[src/rtl/tl_pkg.sv]
// Shared definitions for the traffic-light conflict monitor.
// Holds the lamp code constants, the phase and monitor-state enums,
// the fault cause codes, and small helpers for decoding the code pair
// into a phase and for stepping through the legal phase order.
package tl_pkg;

  // Lamp codes, bit order {R,G,B}
  localparam logic [2:0] RED    = 3'b100;
  localparam logic [2:0] YELLOW = 3'b110;
  localparam logic [2:0] GREEN  = 3'b010;
  localparam logic [2:0] OFF    = 3'b000;

  typedef enum logic [2:0] {PH_AG, PH_AY, PH_BG, PH_BY, PH_NONE} phase_t;

  typedef enum logic [1:0] {MON_SYNC, MON_RUN, MON_FAULT} mon_state_t;

  // Fault causes; a larger value means lower priority
  localparam logic [2:0] FLT_NONE     = 3'b000;
  localparam logic [2:0] FLT_CONFLICT = 3'b001;
  localparam logic [2:0] FLT_ILLEGAL  = 3'b010;
  localparam logic [2:0] FLT_SEQ      = 3'b011;
  localparam logic [2:0] FLT_SHORT    = 3'b100;
  localparam logic [2:0] FLT_TIMEOUT  = 3'b101;

  function automatic logic is_legal(input logic [2:0] code);
    return (code == RED) || (code == YELLOW) || (code == GREEN);
  endfunction

  function automatic phase_t decode_phase(input logic [2:0] a, input logic [2:0] b);
    if (a == GREEN && b == RED)  return PH_AG;
    if (a == YELLOW && b == RED) return PH_AY;
    if (a == RED && b == GREEN)  return PH_BG;
    if (a == RED && b == YELLOW) return PH_BY;
    return PH_NONE;
  endfunction

  function automatic phase_t next_phase(input phase_t p);
    case (p)
      PH_AG:   return PH_AY;
      PH_AY:   return PH_BG;
      PH_BG:   return PH_BY;
      PH_BY:   return PH_AG;
      default: return PH_NONE;
    endcase
  endfunction

endpackage

[src/rtl/tl_conflict_monitor_if.sv]
// Light-code bus between the traffic-light controller and the monitor.
// master: controller side (drives codes and clear_fault, sees lamp drive)
// slave : monitor side (sees codes, drives lamp outputs and fault status)
//   rgb1_in/rgb2_in : road A / road B codes {R,G,B}
//   clear_fault     : one-cycle pulse that leaves the fault state
//   rgb1_out/rgb2_out : lamp drive towards the board LEDs
//   fault, fault_code : fault flag and latched first cause
interface tl_conflict_monitor_if;
  logic [2:0] rgb1_in;
  logic [2:0] rgb2_in;
  logic       clear_fault;
  logic [2:0] rgb1_out;
  logic [2:0] rgb2_out;
  logic       fault;
  logic [2:0] fault_code;

  modport master (
    output rgb1_in, rgb2_in, clear_fault,
    input  rgb1_out, rgb2_out, fault, fault_code
  );

  modport slave (
    input  rgb1_in, rgb2_in, clear_fault,
    output rgb1_out, rgb2_out, fault, fault_code
  );
endinterface

[src/rtl/tl_flash_gen.sv]
// Failsafe flash timing. Counts through an on half and an off half of
// FLASH_HALF cycles each while enabled, and clears when not enabled.
//   clk, reset : clock and synchronous active-high reset
//   enable     : high while the flash should run
//   lamp_on    : lamp state for the NEXT cycle, so the caller can load it
//                straight into a registered output and stay aligned
module tl_flash_gen #(
  parameter int FLASH_HALF = 4
) (
  input  logic clk,
  input  logic reset,
  input  logic enable,
  output logic lamp_on
);
  localparam int PERIOD = 2 * FLASH_HALF;
  localparam int CW     = (PERIOD > 2) ? $clog2(PERIOD) : 1;
  localparam logic [CW-1:0] LAST = CW'(PERIOD - 1);
  localparam logic [CW-1:0] HALF = CW'(FLASH_HALF);

  logic [CW-1:0] cnt_reg;
  logic [CW-1:0] cnt_next;

  always_comb begin
    cnt_next = '0;
    if (enable) begin
      cnt_next = (cnt_reg == LAST) ? '0 : cnt_reg + 1'b1;
    end
  end

  // Position of the upcoming cycle decides its lamp state
  assign lamp_on = (cnt_next < HALF);

  always_ff @(posedge clk) begin
    if (reset) cnt_reg <= '0;
    else       cnt_reg <= cnt_next;
  end
endmodule

[src/rtl/tl_conflict_monitor.sv]
// Traffic-light conflict monitor. Watches the road A/B codes from the
// controller, passes them to the lamps with one cycle of latency, and on
// the first fault (conflicting greens, illegal code, bad phase order,
// short or overlong phase, or no A-green within SYNC_MAX cycles) latches
// the cause and flashes red on both roads until clear_fault.
//   clk   : system clock
//   reset : synchronous, active-high reset
//   bus   : slave side of tl_conflict_monitor_if (codes in, lamps/fault out)
module tl_conflict_monitor
  import tl_pkg::*;
#(
  parameter int GREEN_MIN  = 12,
  parameter int GREEN_MAX  = 12,
  parameter int YELLOW_MIN = 5,
  parameter int YELLOW_MAX = 5,
  parameter int SYNC_MAX   = 32,
  parameter int FLASH_HALF = 4,
  parameter int CNT_W      = 6
) (
  input  logic                  clk,
  input  logic                  reset,
  tl_conflict_monitor_if.slave  bus
);
  localparam logic [CNT_W-1:0] G_MIN    = CNT_W'(GREEN_MIN);
  localparam logic [CNT_W-1:0] G_MAX    = CNT_W'(GREEN_MAX);
  localparam logic [CNT_W-1:0] Y_MIN    = CNT_W'(YELLOW_MIN);
  localparam logic [CNT_W-1:0] Y_MAX    = CNT_W'(YELLOW_MAX);
  localparam logic [CNT_W-1:0] SYNC_LIM = CNT_W'(SYNC_MAX);

  mon_state_t       state_reg;
  phase_t           phase_reg;
  logic [CNT_W-1:0] dwell_reg;
  logic [CNT_W-1:0] sync_cnt_reg;
  logic             fault_reg;
  logic [2:0]       fault_code_reg;
  logic [2:0]       rgb1_out_reg;
  logic [2:0]       rgb2_out_reg;

  phase_t           cur_phase;
  phase_t           succ_phase;
  logic [CNT_W-1:0] dwell_min;
  logic [CNT_W-1:0] dwell_max;
  logic [2:0]       cause;
  logic             flash_en;
  logic             lamp_on;

  assign cur_phase  = decode_phase(bus.rgb1_in, bus.rgb2_in);
  assign succ_phase = next_phase(phase_reg);

  // Limits apply to the phase currently being held (the one we would leave)
  always_comb begin
    dwell_min = Y_MIN;
    dwell_max = Y_MAX;
    if (phase_reg == PH_AG || phase_reg == PH_BG) begin
      dwell_min = G_MIN;
      dwell_max = G_MAX;
    end
  end

  // Priority chain: CONFLICT > ILLEGAL > SEQ > SHORT > TIMEOUT
  always_comb begin
    cause = FLT_NONE;
    if (state_reg != MON_FAULT) begin
      if (bus.rgb1_in[1] && bus.rgb2_in[1]) begin
        cause = FLT_CONFLICT;
      end else if (!is_legal(bus.rgb1_in) || !is_legal(bus.rgb2_in)) begin
        cause = FLT_ILLEGAL;
      end else if (state_reg == MON_RUN) begin
        if (cur_phase == phase_reg) begin
          if (dwell_reg == dwell_max) cause = FLT_TIMEOUT;
        end else if (cur_phase == succ_phase) begin
          if (dwell_reg < dwell_min) cause = FLT_SHORT;
        end else begin
          cause = FLT_SEQ;
        end
      end else if (sync_cnt_reg == SYNC_LIM) begin
        cause = FLT_TIMEOUT;
      end
    end
  end

  // Held off on the clear cycle so the flash restarts from zero next time
  assign flash_en = (state_reg == MON_FAULT) && !bus.clear_fault;

  tl_flash_gen #(.FLASH_HALF(FLASH_HALF)) u_flash (
    .clk     (clk),
    .reset   (reset),
    .enable  (flash_en),
    .lamp_on (lamp_on)
  );

  always_ff @(posedge clk) begin
    if (reset) begin
      state_reg      <= MON_SYNC;
      phase_reg      <= PH_AG;
      dwell_reg      <= '0;
      sync_cnt_reg   <= '0;
      fault_reg      <= 1'b0;
      fault_code_reg <= FLT_NONE;
      rgb1_out_reg   <= RED;
      rgb2_out_reg   <= RED;
    end else begin
      case (state_reg)
        MON_FAULT: begin
          if (bus.clear_fault) begin
            state_reg      <= MON_SYNC;
            fault_reg      <= 1'b0;
            fault_code_reg <= FLT_NONE;
            sync_cnt_reg   <= '0;
            rgb1_out_reg   <= bus.rgb1_in;
            rgb2_out_reg   <= bus.rgb2_in;
          end else begin
            rgb1_out_reg <= lamp_on ? RED : OFF;
            rgb2_out_reg <= lamp_on ? RED : OFF;
          end
        end
        default: begin
          if (cause != FLT_NONE) begin
            state_reg      <= MON_FAULT;
            fault_reg      <= 1'b1;
            fault_code_reg <= cause;
            rgb1_out_reg   <= RED;
            rgb2_out_reg   <= RED;
          end else begin
            rgb1_out_reg <= bus.rgb1_in;
            rgb2_out_reg <= bus.rgb2_in;
            if (state_reg == MON_SYNC) begin
              sync_cnt_reg <= sync_cnt_reg + 1'b1;
              if (cur_phase == PH_AG) begin
                state_reg <= MON_RUN;
                phase_reg <= PH_AG;
                dwell_reg <= CNT_W'(1);
              end
            end else if (cur_phase == phase_reg) begin
              if (dwell_reg != '1) dwell_reg <= dwell_reg + 1'b1;
            end else begin
              // Only a legal successor with enough dwell reaches here
              phase_reg <= cur_phase;
              dwell_reg <= CNT_W'(1);
            end
          end
        end
      endcase
    end
  end

  assign bus.rgb1_out   = rgb1_out_reg;
  assign bus.rgb2_out   = rgb2_out_reg;
  assign bus.fault      = fault_reg;
  assign bus.fault_code = fault_code_reg;
endmodule

[src/flat_wrapper.sv]
// flat-port wrapper written by rule: the top's interface ports become plain ports
module tl_conflict_monitor_flat import tl_pkg::*;
#(
  parameter int GREEN_MIN  = 12,
  parameter int GREEN_MAX  = 12,
  parameter int YELLOW_MIN = 5,
  parameter int YELLOW_MAX = 5,
  parameter int SYNC_MAX   = 32,
  parameter int FLASH_HALF = 4,
  parameter int CNT_W      = 6
)
  (clk, reset, bus_rgb1_in, bus_rgb2_in, bus_clear_fault, bus_rgb1_out, bus_rgb2_out, bus_fault, bus_fault_code);
  tl_conflict_monitor_if bus_i ();
  input  logic clk;
  input  logic reset;
  input wire logic [$bits(bus_i.rgb1_in)-1:0] bus_rgb1_in;
  input wire logic [$bits(bus_i.rgb2_in)-1:0] bus_rgb2_in;
  input wire logic [$bits(bus_i.clear_fault)-1:0] bus_clear_fault;
  output wire logic [$bits(bus_i.rgb1_out)-1:0] bus_rgb1_out;
  output wire logic [$bits(bus_i.rgb2_out)-1:0] bus_rgb2_out;
  output wire logic [$bits(bus_i.fault)-1:0] bus_fault;
  output wire logic [$bits(bus_i.fault_code)-1:0] bus_fault_code;
  assign bus_i.rgb1_in = bus_rgb1_in;
  assign bus_i.rgb2_in = bus_rgb2_in;
  assign bus_i.clear_fault = bus_clear_fault;
  assign bus_rgb1_out = bus_i.rgb1_out;
  assign bus_rgb2_out = bus_i.rgb2_out;
  assign bus_fault = bus_i.fault;
  assign bus_fault_code = bus_i.fault_code;
  tl_conflict_monitor #(.GREEN_MIN(GREEN_MIN), .GREEN_MAX(GREEN_MAX), .YELLOW_MIN(YELLOW_MIN), .YELLOW_MAX(YELLOW_MAX), .SYNC_MAX(SYNC_MAX), .FLASH_HALF(FLASH_HALF), .CNT_W(CNT_W)) u_core (.clk(clk), .reset(reset), .bus(bus_i));
endmodule
[config.mk]
export PLATFORM = sky130hd
export DESIGN_NAME = tl_conflict_monitor_flat
export DESIGN_NICKNAME = d
export VERILOG_FILES = /design/src/rtl/tl_pkg.sv /design/src/rtl/tl_conflict_monitor_if.sv /design/src/rtl/tl_flash_gen.sv /design/src/rtl/tl_conflict_monitor.sv /design/src/flat_wrapper.sv
export SDC_FILE = /design/constraint.sdc
export NUM_CORES = 1
export LEC_CHECK = 0
export CAP_MARGIN = 10
export CORE_ASPECT_RATIO = 0.75
export CORE_MARGIN = 2
export CORE_UTILIZATION = 55
export CTS_BUF_LIST = sky130_fd_sc_hd__clkbuf_16
export CTS_CLUSTER_DIAMETER = 60
export CTS_CLUSTER_SIZE = 25
export DETAILED_ROUTE_END_ITERATION = 8
export PLACE_DENSITY = 0.78
export SYNTH_ARGS = -nofsm -noshare
export SYNTH_HDL_FRONTEND = slang
export SYNTH_SLANG_ARGS = --single-unit
[constraint.sdc]
create_clock -name clk -period 3.8 [get_ports clk]
set_clock_uncertainty 0.05 [all_clocks]
set_input_delay 0.38 -clock clk [delete_from_list [all_inputs] [get_ports clk]]
set_output_delay 0.38 -clock clk [all_outputs]
set_load 0.05 [all_outputs]
## Word-level counts from Yosys, hierarchy flattened

Index checks and enable logic that the tools add are counted.
Widths: inputs -> output; s select.

| cells by class | value |
|---|---|
| $add $sub $neg | 3 |
| multipliers | 0 |
| div/mod/pow operators | 0 |
| magnitude comparators | 2 |
| equality and inequality tests | 23 |
| shift-type cells | 0 |
| mux-type cells | 60 |
| bitwise operators | 2 |
| reduce and logical (&&, ||, !) cells | 28 |

Operators by type and width:

| operator | count |
|---|---|
| $mux 3 | 32 |
| $mux 6 | 8 |
| $eq 3x3->1 const B | 5 |
| $mux 1 | 13 |
| $add 6x1->6 const B | 2 |
| $eq 3x2->1 const B | 4 |
| $pmux 3 s4 | 1 |
| $mux 2 | 5 |
| $reduce_bool 3->1 | 3 |
| $ne 2x2->1 const B | 4 |
| $reduce_and 4->1 | 2 |
| $eq 3x3->1 | 2 |
| $eq 6x4->1 | 1 |
| $eq 6x6->1 const B | 1 |
| $logic_and 1x1->1 | 6 |
| $logic_not 3->1 | 2 |
| $logic_or 1x1->1 | 6 |
| $lt 6x4->1 | 1 |
| $ne 6x6->1 const B | 1 |
| $reduce_and 3->1 | 2 |
| $mux 4 | 1 |
| $reduce_bool 2->1 | 2 |
| $add 3x1->3 const B | 1 |
| $eq 3x1->1 const B | 1 |
| 9 further kinds | 12 |

| storage, ports and cells | value |
|---|---|
| bits in registers | 30 |
| bits in latches | 0 |
| bits in writable memories | 0 |
| bits in read-only memories | 0 |
| input bits | 9 |
| output and inout bits | 10 |
| logic and storage cells | 127 |
| memories kept | 0 |

## Logic depth before layout (Yosys ltp)

| depth | value |
|---|---|
| word-level depth | 23 |
| gate-level depth with buffers | 10 |
| depth with buffers taken out | 8 |

## By module

Synthesis repeated with hierarchy kept, for this count alone.

| second synthesis, totals | value |
|---|---|
| cells, all modules | 233 |
| area, all modules | 2,044.5 um^2 |

Modules (own cells, without submodules):

| module | times used | cells an instance | area an instance (um^2) | sequential area each (um^2) |
|---|---|---|---|---|
| tl_conflict_monitor | 1 | 224 | 1,919.3 | 540.5 |
| tl_flash_gen | 1 | 9 | 125.1 | 60.1 |

## Least setup slack after synthesis

Ideal clock, no wire load.

| timing path | value |
|---|---|
| path kind | input port to flip-flop |
| from | input port bus_rgb1_in[0] |
| to | register u_core.dwell_reg[4] |
| library setup time | 0.071 ns |
| arrival time | 2.469 ns |
| required time | 3.679 ns |
| slack | 1.210 ns |
| cell stages on the path | 8 |
| buffers on the path | 1 |
| path through | or3b_4 or3_4 a211oi_4 o21a_4 o21ai_2 buf_6 or4_1 a21oi_1 |

| on the way | value |
|---|---|
| longest elaborated chain between the ends | 20 |
| elaborated cells on any way between the ends | 44 |
| classes of those cells | eq/ne (7); mux (25); bitwise (1); reduce/logical (11) |

RTL lines:

| what | line | source |
|---|---|---|
| from (decl) | flat_wrapper.sv:16 | `input wire logic [$bits(bus_i.rgb1_in)-1:0] bus_rgb1_in;` |
| $eq 3x3->1 | tl_pkg.sv:26, tl_pkg.sv:32, tl_pkg.sv:33 |  |
| $logic_and 1x1->1 | tl_pkg.sv:33 | `if (a == RED && b == YELLOW) return PH_BY;` |
| $mux 1 (2 in a row) | tl_pkg.sv:33 |  |
| $mux 1 | tl_pkg.sv:32 | `if (a == RED && b == GREEN) return PH_BG;` |
| $mux 1 | tl_pkg.sv:31 | `if (a == YELLOW && b == RED) return PH_AY;` |
| $mux 3 | tl_pkg.sv:34 | `return PH_NONE;` |
| $mux 3 | tl_pkg.sv:33 |  |
| $mux 3 | tl_pkg.sv:32 |  |
| (+3 left out) | -- |  |
| $mux 3 | tl_conflict_monitor.sv:69 | `if (cur_phase == phase_reg) begin` |
| $mux 3 | tl_conflict_monitor.sv:68 | `end else if (state_reg == MON_RUN) begin` |
| $mux 3 | tl_conflict_monitor.sv:66 | `end else if (!is_legal(bus.rgb1_in) \|\| !is_legal(bus.rgb2_in)) begin` |
| $mux 3 | tl_conflict_monitor.sv:64 | `if (bus.rgb1_in[1] && bus.rgb2_in[1]) begin` |
| $mux 3 | tl_conflict_monitor.sv:63 | `if (state_reg != MON_FAULT) begin` |
| $reduce_bool 3->1 | tl_conflict_monitor.sv:118 | `if (cause != FLT_NONE) begin` |
| $not 1->1 (no line) | -- |  |
| $reduce_and 4->1 (no line) | -- |  |
| to (signal assigned) | tl_conflict_monitor.sv:135 | `if (dwell_reg != '1) dwell_reg <= dwell_reg + 1'b1;` |
| to (decl) | tl_conflict_monitor.sv:32 | `logic [CNT_W-1:0] dwell_reg;` |

Several ways; a longest one is shown, not always the timed one. The select of a mux whose other input is x is not followed.
A chain may end at the register's enable or synchronous reset.

## Final worst setup path

| timing path | value |
|---|---|
| from | input port bus_rgb1_in[1] |
| to | register u_core.dwell_reg[2] |

The elaborated chain is that of the path after synthesis.

==> qor.yml <==
die:
  chipHeight_um: 53.4
  initial_core_util: 0.594
  die_area_um2: 3740
  num_io_pins: 19
  rows: 17
  dieWidth_um: 69.9
  core-area_um2: 3020
sta:
  fmax_mhz: 301
  rsz0062_at_grt: "false"
  layout_setup_ws_ns: 0.476
  max_slew_margin: 0.482
  timing.hold.ws_ns: 0.387
  report.final.hold_viol_count: 0
  final.period_utilization: 0.875
  report.final.setup_viol: 0
  slew_violations: 0
  worst_slew_pin_slew_ns: 0.777
  post-route-min-period_ns: 3.32
  setup_tns_ns: 0
final_layout:
  diodes: 0
  nNetsFinal: 255
  instances_no_fill: 278
  final_cell_mix: "dfxtp_1 (30), nor2_1 (18), clkdlybuf4s50_1 (18), a21oi_1 (17), o21ai_0 (16)"
  layout.cells.most_common: "dfxtp_1"
  fill_cells: 244
  synthToLayoutAreaGrowth_pct: 19.4
  final_cell_area_um2: 2140
  drive_gt1_frac: 0.0708
route:
  drtIter0Drc: 146
  routed_wl_mm: 4.56
  drtPass1Iterations: 4
  routed-via-count: 1823
  vias_per_cell: 6.56
  drt-met1-wl_mm: 2.17
  met3_length_um: 350
  drcViolationCount: 0
  routed.top_layer: "met4"
  wl_met2_mm: 2.01
  avgRoutedWirePerCell_um: 16.4
  postRouteAntennaNets: 0
critical_path:
  cp_max_fo: 21
  reg2reg_setup_slack_ns: 0.94
  path_buf_inv: 1
  r2r_end: "u_core.dwell_reg[2]$_SDFFE_PP0P_"
  critPathKind: "in -> reg"
  critical_path.max_stage_delay_ns: 0.65
  cp-end-kind: "flip-flop"
  worst-endpoint-required_ns: 3.93
  cp_cell_sequence: "clkdlybuf4s50_1 > nand3b_1 > or3_1 > o311ai_0 > nand3_1 > o21ai_2 > o21ai_0 > a211oi_1"
  worstReg2RegStart: "u_core.state_reg[0]$_SDFFE_PP0P_"
  critPathTopFamily: "compound AO/OA/AOI/OAI gates"
  cp.arrival_ns: 3.45
  startpoint_type: "input port"
  r2r_cells: 7
  crit_slowest_cell: "o21ai_2"
synth:
  netlist_top_cells_area: "dfxtp_1 (33%), ha_1 (4.9%), a21oi_1 (4.7%)"
  synthArstFlopShare: 0
  yosys_warnings: 0
  syn-num-nets: 235
  synth-main-ff-cell: "dfxtp_1"
  synth_edf_count: 0
  yosysTopAreaCellShare: 0.335
  yosysTopAreaCell: "dfxtp_1"
  avgSynthCellArea_um2: 8.19
  syn_inst: 219
  synth-seq-cells: 30
  ys_seq_area_frac: 0.335
  syn_area_um2: 1790
  ys_types: 50
power:
  p_leak_uw: 0.000715
  max-vdd-ir-drop_mv: 0.275
  powerDensity_nw_per_um2: 364
clock_tree:
  path_clk_slew_ns: 0.05
  cts_made_buffers: 5
  cts-root-buf: "clkbuf_16"
  cts_tree: "yes"
  cts_hold_buf: 0
  cts-resized-gates: 0
  cts_setup_buffers: 0
  htree_levels: 2
  cts.sinks: 30
  clkLatencyLatePin_ns: 0.27
  clockBufferDepth: 2
place:
  pre_cts_slack_ns: 0.287
  place_area_um2: 2000
  gp_congestion: 0.888
  place_inst: 270
  hpwl_mm: 3.24
  io_buffers: 18
hold_path:
  hold_start: "u_core.u_flash.cnt_reg[0]$_SDFF_PP0_"
  hold_path_class: "reg -> reg"
  hold_path_depth: 1
  worstHoldEndpoint: "u_core.u_flash.cnt_reg[0]$_SDFF_PP0_"
flow_run:
  cap_violations: 0
outcome:
  outcome: "complete, no violations"
grt:
  antenna_found_initial: 0
  grt_overflow: 0
  grtUsageTotal: 0.258
  grt_max_degree: 25
  grt_pass1_vias: 1631
  grt_pass1_wl_mm: 7.56
-- final cells by class --
| type | instances | area, um^2 | area share |
|---|---|---|---|
| Multi-Input combinational cell | 174 | 1130 | 0.527 |
| Tap cell | 38 | 47.5 | 0.0222 |
| Inverter | 7 | 26.3 | 0.0123 |
| Clock buffer | 5 | 125 | 0.0584 |
| Clock inverter | 3 | 11.3 | 0.00526 |
| Sequential cell | 30 | 601 | 0.281 |
| Timing Repair Buffer | 21 | 203 | 0.0947 |
-- report_power, final --
| group | switching, uW | internal [uW] | leakage (uW) |
|---|---|---|---|
| sequential | 5.17 | 322 | 0.000243 |
| clock | 127 | 235 | 0.0000663 |
| combinational | 57.6 | 33.5 | 0.000406 |
-- routing by layer --
| metal | track usage | vias up |
|---|---|---|
| met2 | 0.430 | 79 |
| met4 | 0.0545 | 0 |
| met1 | 0.340 | 858 |
| met5 | 0 | - |
| li1 | - | 881 |
| met3 | 0.0686 | 5 |
-- through the flow --
step	power, uW	utilization
after floorplan	388	-
after global placement	419	0.664
after detailed placement	421	0.664
after CTS	780	0.709
after global routing	803	0.709
final	780	0.709
-- how the worst max path moves through the flow --
stage,slack (ns),to,cells after the start,startpoint
2_1_floorplan,1.21,u_core.dwell_reg[4]$_SDFFE_PP0P_,8,bus_rgb1_in[0]
6_report,0.48,u_core.dwell_reg[2]$_SDFFE_PP0P_,8,bus_rgb1_in[1]
3_3_place_gp,0.44,u_core.sync_cnt_reg[0]$_SDFFE_PP0P_,8,bus_rgb2_in[2]
4_1_cts,0.54,u_core.dwell_reg[2]$_SDFFE_PP0P_,8,bus_rgb2_in[2]
3_5_place_dp,0.29,u_core.dwell_reg[2]$_SDFFE_PP0P_,8,bus_rgb2_in[2]
5_1_grt,0.20,u_core.dwell_reg[2]$_SDFFE_PP0P_,8,bus_rgb1_in[1]
-- worst register-to-register path, cell delays in order, from the launching register on --
cell,delay (ns)
dfxtp_1,0.48
nand2b_1,0.19
or3_1,0.38
a311oi_1,0.27
nand3_1,0.16
o21ai_2,0.65
o21ai_0,0.36
a211oi_1,0.24
-- cell usage after synthesis, types with 2 or more instances --
| library cell | n |
|---|---|
| dfxtp_1 | 30 |
| nor2_1 | 18 |
| a21oi_1 | 17 |
| o21ai_0 | 16 |
| nand2_1 | 11 |
| nand3_1 | 9 |
| ha_1 | 7 |
| inv_1 | 7 |
| or4_1 | 7 |
| a211oi_1 | 6 |
| a31oi_1 | 6 |
| clkbuf_1 | 6 |
| nand2b_1 | 6 |
| nor3b_1 | 6 |
| nor4_1 | 5 |
| o211ai_1 | 5 |
| nor2b_1 | 4 |
| nor3_1 | 4 |
| o31ai_1 | 4 |
| and3_1 | 3 |
| nand4_1 | 3 |
| or2_2 | 3 |
| or3_1 | 3 |
| a21o_1 | 2 |
| a41oi_1 | 2 |
| and2_1 | 2 |
| nand3b_1 | 2 |
| nor4b_1 | 2 |
| nor4bb_1 | 2 |
-- cell families (layout without fill, tap and decap cells) --
family / Yosys count / after routing / share of synthesized area
simple gates: 94 / 94 / 0.304
compound gates: 72 / 72 / 0.271
flops: 30 / 30 / 0.335
buf+inv: 15 / 36 / 0.0363
fa+ha+maj: 7 / 7 / 0.0488
xor+xnor: 1 / 1 / 0.00489
Note: power is estimated with default switching activity, not from simulation.
